### src/rtl/btb_assoc.sv
// Set-associative branch target buffer: combinational lookup, registered install/invalidate.
// Optional same-cycle write-to-lookup forwarding is enabled by defining BTB_WRITE_BYPASS_EN.
`ifndef XLEN
`define XLEN 32
`endif

module btb_assoc #(
    parameter int NUM_SETS = 8,
    parameter int NUM_WAYS = 2,
    parameter int TAG_BITS = 8
) (
    input  logic              clock,
    input  logic              reset,
    input  logic [`XLEN-1:0]  query_pc,
    output logic              hit,
    output logic [`XLEN-1:0]  target_pc,
    input  logic              write_enable,
    input  logic [`XLEN-1:0]  write_source_pc,
    input  logic [`XLEN-1:0]  write_dest_pc,
    input  logic              inval_enable,
    input  logic [`XLEN-1:0]  inval_pc
);

    localparam int XLEN     = `XLEN;
    localparam int IDX_BITS = $clog2(NUM_SETS);
    // A single-way build still carries a 1-bit pointer; it is held at 0.
    localparam int PTR_BITS = (NUM_WAYS > 1) ? $clog2(NUM_WAYS) : 1;

    logic [NUM_WAYS-1:0] valid_q  [NUM_SETS];
    logic [TAG_BITS-1:0] tag_q    [NUM_SETS][NUM_WAYS];
    logic [XLEN-1:0]     target_q [NUM_SETS][NUM_WAYS];
    logic [PTR_BITS-1:0] rr_q     [NUM_SETS];

    function automatic logic [IDX_BITS-1:0] idx_of(input logic [XLEN-1:0] pc);
        return pc[IDX_BITS+1:2];
    endfunction

    function automatic logic [TAG_BITS-1:0] tag_of(input logic [XLEN-1:0] pc);
        return pc[IDX_BITS+TAG_BITS+1:IDX_BITS+2];
    endfunction

    logic [IDX_BITS-1:0] q_idx, w_idx, i_idx;
    logic [TAG_BITS-1:0] q_tag, w_tag, i_tag;

    assign q_idx = idx_of(query_pc);
    assign q_tag = tag_of(query_pc);
    assign w_idx = idx_of(write_source_pc);
    assign w_tag = tag_of(write_source_pc);
    assign i_idx = idx_of(inval_pc);
    assign i_tag = tag_of(inval_pc);

    // PC offset bits and bits above the tag never take part in indexing or matching.
    logic unused_pc_bits;
    assign unused_pc_bits = ^{query_pc, write_source_pc, inval_pc};

    logic            arr_hit;
    logic [XLEN-1:0] arr_target;

    always_comb begin
        arr_hit    = 1'b0;
        arr_target = '0;
        for (int w = NUM_WAYS - 1; w >= 0; w--) begin
            if (valid_q[q_idx][w] && (tag_q[q_idx][w] == q_tag)) begin
                arr_hit    = 1'b1;
                arr_target = target_q[q_idx][w];
            end
        end
    end

`ifdef BTB_WRITE_BYPASS_EN
    logic bypass;
    assign bypass = write_enable && (w_idx == q_idx) && (w_tag == q_tag);

    always_comb begin
        hit       = arr_hit;
        target_pc = arr_target;
        if (bypass) begin
            hit       = 1'b1;
            target_pc = write_dest_pc;
        end
    end
`else
    always_comb begin
        hit       = arr_hit;
        target_pc = arr_target;
    end
`endif

    // Way selection for an install: existing match, else lowest free way, else round-robin victim.
    logic                w_match, w_free, w_evict;
    logic [PTR_BITS-1:0] w_match_way, w_free_way, w_way;

    always_comb begin
        w_match     = 1'b0;
        w_match_way = '0;
        w_free      = 1'b0;
        w_free_way  = '0;
        for (int w = NUM_WAYS - 1; w >= 0; w--) begin
            if (valid_q[w_idx][w] && (tag_q[w_idx][w] == w_tag)) begin
                w_match     = 1'b1;
                w_match_way = PTR_BITS'(w);
            end
            if (!valid_q[w_idx][w]) begin
                w_free     = 1'b1;
                w_free_way = PTR_BITS'(w);
            end
        end
        w_evict = !w_match && !w_free;
        if (w_match) begin
            w_way = w_match_way;
        end else if (w_free) begin
            w_way = w_free_way;
        end else begin
            w_way = rr_q[w_idx];
        end
    end

    logic [NUM_WAYS-1:0] i_mask;

    always_comb begin
        i_mask = '0;
        for (int w = 0; w < NUM_WAYS; w++) begin
            i_mask[w] = valid_q[i_idx][w] && (tag_q[i_idx][w] == i_tag);
        end
    end

    // Invalidate is applied first so a same-entry install in the same cycle wins.
    always_ff @(posedge clock) begin
        if (reset) begin
            for (int s = 0; s < NUM_SETS; s++) begin
                valid_q[s] <= '0;
                rr_q[s]    <= '0;
            end
        end else begin
            if (inval_enable) begin
                valid_q[i_idx] <= valid_q[i_idx] & ~i_mask;
            end
            if (write_enable) begin
                valid_q[w_idx][w_way]  <= 1'b1;
                tag_q[w_idx][w_way]    <= w_tag;
                target_q[w_idx][w_way] <= write_dest_pc;
                if (w_evict && (NUM_WAYS > 1)) begin
                    rr_q[w_idx] <= rr_q[w_idx] + 1'b1;
                end
            end
        end
    end

endmodule

### config.mk
export PLATFORM = sky130hd
export DESIGN_NAME = btb_assoc
export DESIGN_NICKNAME = d
export VERILOG_FILES = /design/src/rtl/btb_assoc.sv
export SDC_FILE = /design/constraint.sdc
export NUM_CORES = 1
export LEC_CHECK = 0
export CORE_ASPECT_RATIO = 1.4
export CORE_MARGIN = 2
export CORE_UTILIZATION = 62
export CTS_BUF_LIST = sky130_fd_sc_hd__clkbuf_4
export CTS_CLUSTER_SIZE = 24
export DETAILED_ROUTE_END_ITERATION = 12
export PLACE_DENSITY = 0.82
export SETUP_SLACK_MARGIN = 0.1
export SLEW_MARGIN = 20
export SYNTH_ARGS = -nofsm -noshare
export SYNTH_HDL_FRONTEND = slang
export SYNTH_SLANG_ARGS = --single-unit
### constraint.sdc
create_clock -name clock -period 9.05 [get_ports clock]
set_input_delay 1.81 -clock clock [delete_from_list [all_inputs] [get_ports clock]]
set_output_delay 1.81 -clock clock [all_outputs]
set_load 0.05 [all_outputs]
Word-level counts from Yosys, hierarchy flattened
Memory sizes are Yosys's and may differ from the RTL's.
Index checks and enable logic that the tools add are counted.
- memory bits (writable): 664
- output and inout port bits: 33
- word-level logic and storage cells: 73
- memories kept: 4
- register bits after elaboration: 0
- add/subtract/negate cells: 1
- eq/ne operators: 6
- multiplexer cells: 41
- bitwise logic cells: 3
- $lt $le $gt $ge: 4
- reduce and logical (&&, ||, !) cells: 14
- memory list (memory ; depth ; bits a word ; rd ports ; clocked after Yosys merged registers in ; wr ports ; RTL line ; source):
    target_q ; 8 ; 64 ; 1 ; 0 ; 1 ; 31 ; logic [XLEN-1:0] target_q [NUM_SETS][NUM_WAYS];
    tag_q ; 8 ; 16 ; 3 ; 0 ; 1 ; 30 ; logic [TAG_BITS-1:0] tag_q [NUM_SETS][NUM_WAYS];
    valid_q ; 8 ; 2 ; 3 ; 0 ; 8 ; 29 ; logic [NUM_WAYS-1:0] valid_q [NUM_SETS];
    rr_q ; 8 ; 1 ; 1 ; 0 ; 8 ; 32 ; logic [PTR_BITS-1:0] rr_q [NUM_SETS];
- operator list (operator ; number):
    $mux W32 ; 3
    $mux W64 ; 1
    $eq A8 B8 Y1 ; 6
    $demux W32 S1 ; 1
    $mux W1 ; 25
    $mux W16 ; 1
    $logic_and A1 B1 Y1 ; 9
    $mux W3 ; 3
    $demux W8 S1 ; 1
    $mux W2 ; 4
    $mux W8 ; 1
    $reduce_or A2 Y1 ; 2
    $and A2 B2 Y2 ; 1
    $ge A2 B2 Y1 const B ; 1
    $logic_not A1 Y1 ; 2
    $lt A1 B2 Y1 const B ; 1
    $lt A2 B1 Y1 const B ; 1
    $not A1 Y2 ; 1
    $not A2 Y2 ; 1
    $add A1 B1 Y1 const B ; 1
    $demux W1 S1 ; 1
    $ge A1 B1 Y1 const B ; 1
    $reduce_or A1 Y1 ; 1

Longest topological paths before layout
An unclocked memory read counts as a cell.
- depth after elaboration: 13
- depth in mapped cells: 13

Least setup slack after synthesis
Ideal clock, no wire load.
- kind: in2reg
- start: input port write_source_pc[2]
- end: memory tag_q[0][0] (netlist name), enable pin
- setup time: 0.487 ns
- stages on the path: 10
- required time: 8.563 ns
- arrival time: 6.397 ns
- buffers on the path: 4
- setup slack: 2.166 ns
- path through: buf_6 -> buf_2 -> buf_2 -> mux2_2 -> a22oi_1 -> o21a_1 -> xor2_1 -> a41oi_4 -> buf_2 -> nor3_1
- longest elaborated chain between the ends: 12
- RTL lines (item ; RTL line ; source):
    start, declared ; 18 ; input logic [`XLEN-1:0] write_source_pc,
    $mem_v2 Z8 W16 ; -- ;
    $eq A8 B8 Y1 ; 99 ; if (valid_q[w_idx][w] && (tag_q[w_idx][w] == w_tag)) begin
    $logic_and A1 B1 Y1 ; 99 ;
    $mux W1 (2 in series) ; 99 ;
    $mux W1 ; 109 ; if (w_match) begin
    $not A1 Y2 (implied by the code) ; 140 ; tag_q[w_idx][w_way] <= w_tag;
    $ge A2 B2 Y1 (implied by the code) or $lt A2 B1 Y1 (tied branches) ; 140 ;
    $logic_and A1 B1 Y1 (implied by the code) ; 140 ;
    $mux W8 (implied by the code) ; 140 ;
    $demux W8 S1 ; 140 ;
    $mux W16 (implied by the code) ; 140 ;
    end, declared ; 30 ;
Several ways; a longest one is shown, not always the timed one.

Final worst setup path
- start: input port query_pc[4]
- end: output port target_pc[31]
- longest elaborated chain between the ends: 5
- RTL lines (item ; RTL line ; source):
    start, declared ; 14 ; input logic [`XLEN-1:0] query_pc,
    $mem_v2 Z8 W16 ; -- ;
    $eq A8 B8 Y1 ; 63 ; if (valid_q[q_idx][w] && (tag_q[q_idx][w] == q_tag)) begin
    $logic_and A1 B1 Y1 ; 63 ;
    $mux W32 ; 63 ;
    $mux W32 * ; 63 ;
    end, declared ; 16 ; output logic [`XLEN-1:0] target_pc,
Every way passes the cells marked *; elsewhere a longest branch is shown, timed or not.

==> flow_metrics.tcl <==
set metrics [dict create \
    status "finished clean" \
    finalInstanceArea_mm2 0.0322 \
    synth.yosys.seq_area_share_pct 68.7 \
    dr_total_vias 15600 \
    max-vdd-ir-drop_mv 0.109 \
    max_slew_violation_count 0 \
    gp_congestion 0.880 \
    synth.lib_cells_used.distinct 57 \
    asyncSetResetFlopFracSynth_pct 0 \
    fp.dieArea_mm2 0.0482 \
    worst-endpoint-required_ps 7240 \
    post_cts.resized_instances 0 \
    cp_data_arrival_time_ps 6330 \
    mappedNetlistArea_mm2 0.0288 \
    timing_worst_setup_path_type "in2out" \
    synth-main-ff-cell "sky130_fd_sc_hd__edfxtp_1" \
    yosysWarnings 0 \
    post-place-ws_ps 1080 \
    floorplan.initialDensity_pct 62.7 \
    mux_contribution_to_synthesized_area_pct 21.8 \
    drtPass1Iterations 7 \
    grt.total_usage_pct 28.2 \
    pnr_total_power_mw 5.97 \
    synth_top_cells_by_count "648 x sky130_fd_sc_hd__edfxtp_1, 212 x sky130_fd_sc_hd__mux4_2, 83 x sky130_fd_sc_hd__mux2i_1" \
    wl_per_cell_um 27.8 \
    placed_area_mm2 0.0305 \
    syn-num-nets 1565 \
    global_route_wire_length_before_repair_um 97900 \
    drt-initial-drc-count 1645 \
    cts_max_path_buffers 3 \
    synthDominantCellAreaShare_pct 67.6 \
    slew_headroom_pct 29.6 \
    route.detailed.drc 0 \
    maximum_achievable_frequency_ghz 0.123 \
    end_kind "output pin" \
    edff_count_synth 648 \
    post_route_cells_drive_above_1_share_pct 34.5 \
    finalHoldViolCount 0 \
    cpPeakStageDelay_ps 920 \
    power_leakage_nw 10.3 \
    dpl.hpwl_um 36700 \
    globalRouteOverflowTotal 0 \
    routed_wirelength_um 65200 \
    core.rowCount 93 \
    timing.critical_path.cells "buf_4, buf_4, mux2i_1, xor2_1, nand4_1, nor3_2, buf_4, nand2_1, o31ai_1, clkdlybuf4s50_1" \
    tritoncts.num_buffers 150 \
    final.setup_skew_ps 55.4 \
    cp_max_delay_cell "sky130_fd_sc_hd__clkdlybuf4s50_1" \
    synth_simple_gate_area_share_pct 2.60 \
    unrepaired_setup_endpoints_after_global_routing "false" \
    timing.final.crit_share_pct 90.0 \
    cts.htree.levels 4 \
    area_overhead_of_the_layout_relative_to_synthesis_pct 12.0 \
    max_cap_violations 0 \
    clkSlewWorstSetupHoldPaths_ps 70 \
    drt-vias-per-instance 6.66 \
    numPlacedInstances 2097 \
    cell_at_the_root_of_the_clock_tree "sky130_fd_sc_hd__clkbuf_4" \
    worst-slew-pin-transition_ps 1060 \
    hold_path.class "reg2reg" \
    cts.hold.buffers_added 0 \
    final_nets 1764 \
    floorplan.io_pins 165 \
    postSynthAreaPerCell_um2 20.1 \
    post_synth_inst_count 1433 \
    worst_setup_path_start_kind "input port" \
    final-setup-viol-count 0 \
    synthXorXnorAreaFrac_pct 1.43 \
    worstSkewPairLatency_ps 880 \
    grt_pass1_vias 16700 \
    post_synth_main_area_contributors "sky130_fd_sc_hd__edfxtp_1 68%, sky130_fd_sc_hd__mux4_2 17%, sky130_fd_sc_hd__mux2i_1 2.9%" \
    floorplan.die.height_um 259 \
    post_synth_fa_ha_maj_area_fraction_pct 0 \
    power.density_cell_area_mw_per_mm2 185 \
    final_setup_slack_of_the_worst_path_ps 906 \
    main_combinational_cell_family_by_area_after_synthesis "multiplexers" \
    fin_crit_ps 8140 \
    portBuffers 101 \
    final.setup.tns_ps 0 \
    maximum_number_of_pins_on_one_net_before_global_route_repair 65 \
    cts_sinks 664 \
    worstPathMaxFanout 50 \
    tritoncts "yes" \
    cts_setup_buffers 0 \
    finish.cell_count_without_fillers 2347 \
    synth.most_common_cell "sky130_fd_sc_hd__edfxtp_1" \
    core_mm2 0.0460 \
    grt_antenna_before_repair 5 \
    synth-compound-area-share_pct 3.64 \
    synth.ff_latch_count 664 \
    post-synth-top-area-cell "sky130_fd_sc_hd__edfxtp_1" \
    chipWidth_um 186 \
    cpMostUsedCell "sky130_fd_sc_hd__buf_4" \
    postRouteAntennaNets 0 \
]
[layout by cell type, fill, tap and decap left out, types with 8 or more instances in the layout]
master and count:
sky130_fd_sc_hd__nand3_1 15, sky130_fd_sc_hd__nand2_1 54, sky130_fd_sc_hd__buf_4 39, sky130_fd_sc_hd__mux2_2 58, sky130_fd_sc_hd__a22oi_1 8, sky130_fd_sc_hd__nor3_2 9, sky130_fd_sc_hd__xnor2_1 25, sky130_fd_sc_hd__mux4_2 212
sky130_fd_sc_hd__clkdlybuf4s50_1 94, sky130_fd_sc_hd__clkbuf_4 207, sky130_fd_sc_hd__xor2_1 22, sky130_fd_sc_hd__nor2_1 11, sky130_fd_sc_hd__dfxtp_1 16, sky130_fd_sc_hd__nor2_4 8, sky130_fd_sc_hd__o31ai_1 18, sky130_fd_sc_hd__nor4_1 12
sky130_fd_sc_hd__edfxtp_1 648, sky130_fd_sc_hd__clkinv_1 27, sky130_fd_sc_hd__mux2i_1 83, sky130_fd_sc_hd__o21ai_0 16, sky130_fd_sc_hd__o31ai_2 29, sky130_fd_sc_hd__a221oi_1 11, sky130_fd_sc_hd__inv_1 9
[report_power, final]
| part | internal [mW] | leakage (nW) | switching, mW |
|---|---|---|---|
| sequential | 3.40 | 5.98 | 0.00990 |
| clock | 1.08 | 1.05 | 1.08 |
| combinational | 0.180 | 3.31 | 0.226 |
| total | 4.66 | 10.3 | 1.31 |
[state kept, by name (all words and copies together) (netlist names)]
signal / count
tag_q: 128
target_q: 512
rr_q: 8
valid_q: 16
[path summary, 6_finish.rpt]
path                  from            end  slack (ps)  cells after the start
max            query_pc[4]  target_pc[31]         910                     10
min          valid_q[0][0]  valid_q[0][0]         560                      2
max reg2reg   tag_q[7][12]    tag_q[0][9]        4770                      8
min reg2reg  valid_q[0][0]  valid_q[0][0]         560                      2
[cell families after synthesis]
logic type                count (synthesis)
muxes                                   354
xor gates and xnor gates                 47
DFF                                     664
AOI/OAI and AO/OA                       116
and+or+nand+nor                         148
buffers and inverters                   104
[critical path: cells and delay by family]
| kind | cells | cell delay (ps) |
|---|---|---|
| AO/OA/AOI/OAI | 1 | 180 |
| XOR/XNOR | 1 | 210 |
| buffers and inverters | 4 | 2580 |
| multiplexers | 1 | 670 |
| AND/OR/NAND/NOR | 3 | 780 |
[per-layer routing]
| metal | share of wire (%) | global-route usage, % | up-vias |
|---|---|---|---|
| met5 | 0.051 | 0 | - |
| met4 | 5.6 | 17.4 | 4 |
| met3 | 7.8 | 5.57 | 218 |
| met2 | 51 | 46.0 | 857 |
| met1 | 36 | 35.0 | 8029 |
| li1 | - | - | 6516 |
[per-stage QoR]
stage	utilization [%]	hold slack, ps
after global routing	70.1	568
after global placement	66.3	514
after floorplan	-	481
after CTS	70.1	551
final	70.2	558
after detailed placement	66.3	529
[cell type report]
cell class,count,area (um2)
Multi-Input combinational cell,665,8600
Clock inverter,39,188
Inverter,11,41.3
Tap cell,617,772
Sequential cell,664,19800
Clock buffer,207,1550
Fill cell,2751,13700
Antenna cell,4,10.0
Timing Repair Buffer,140,1300
No activity file was read; power rests on OpenSTA's default activity.
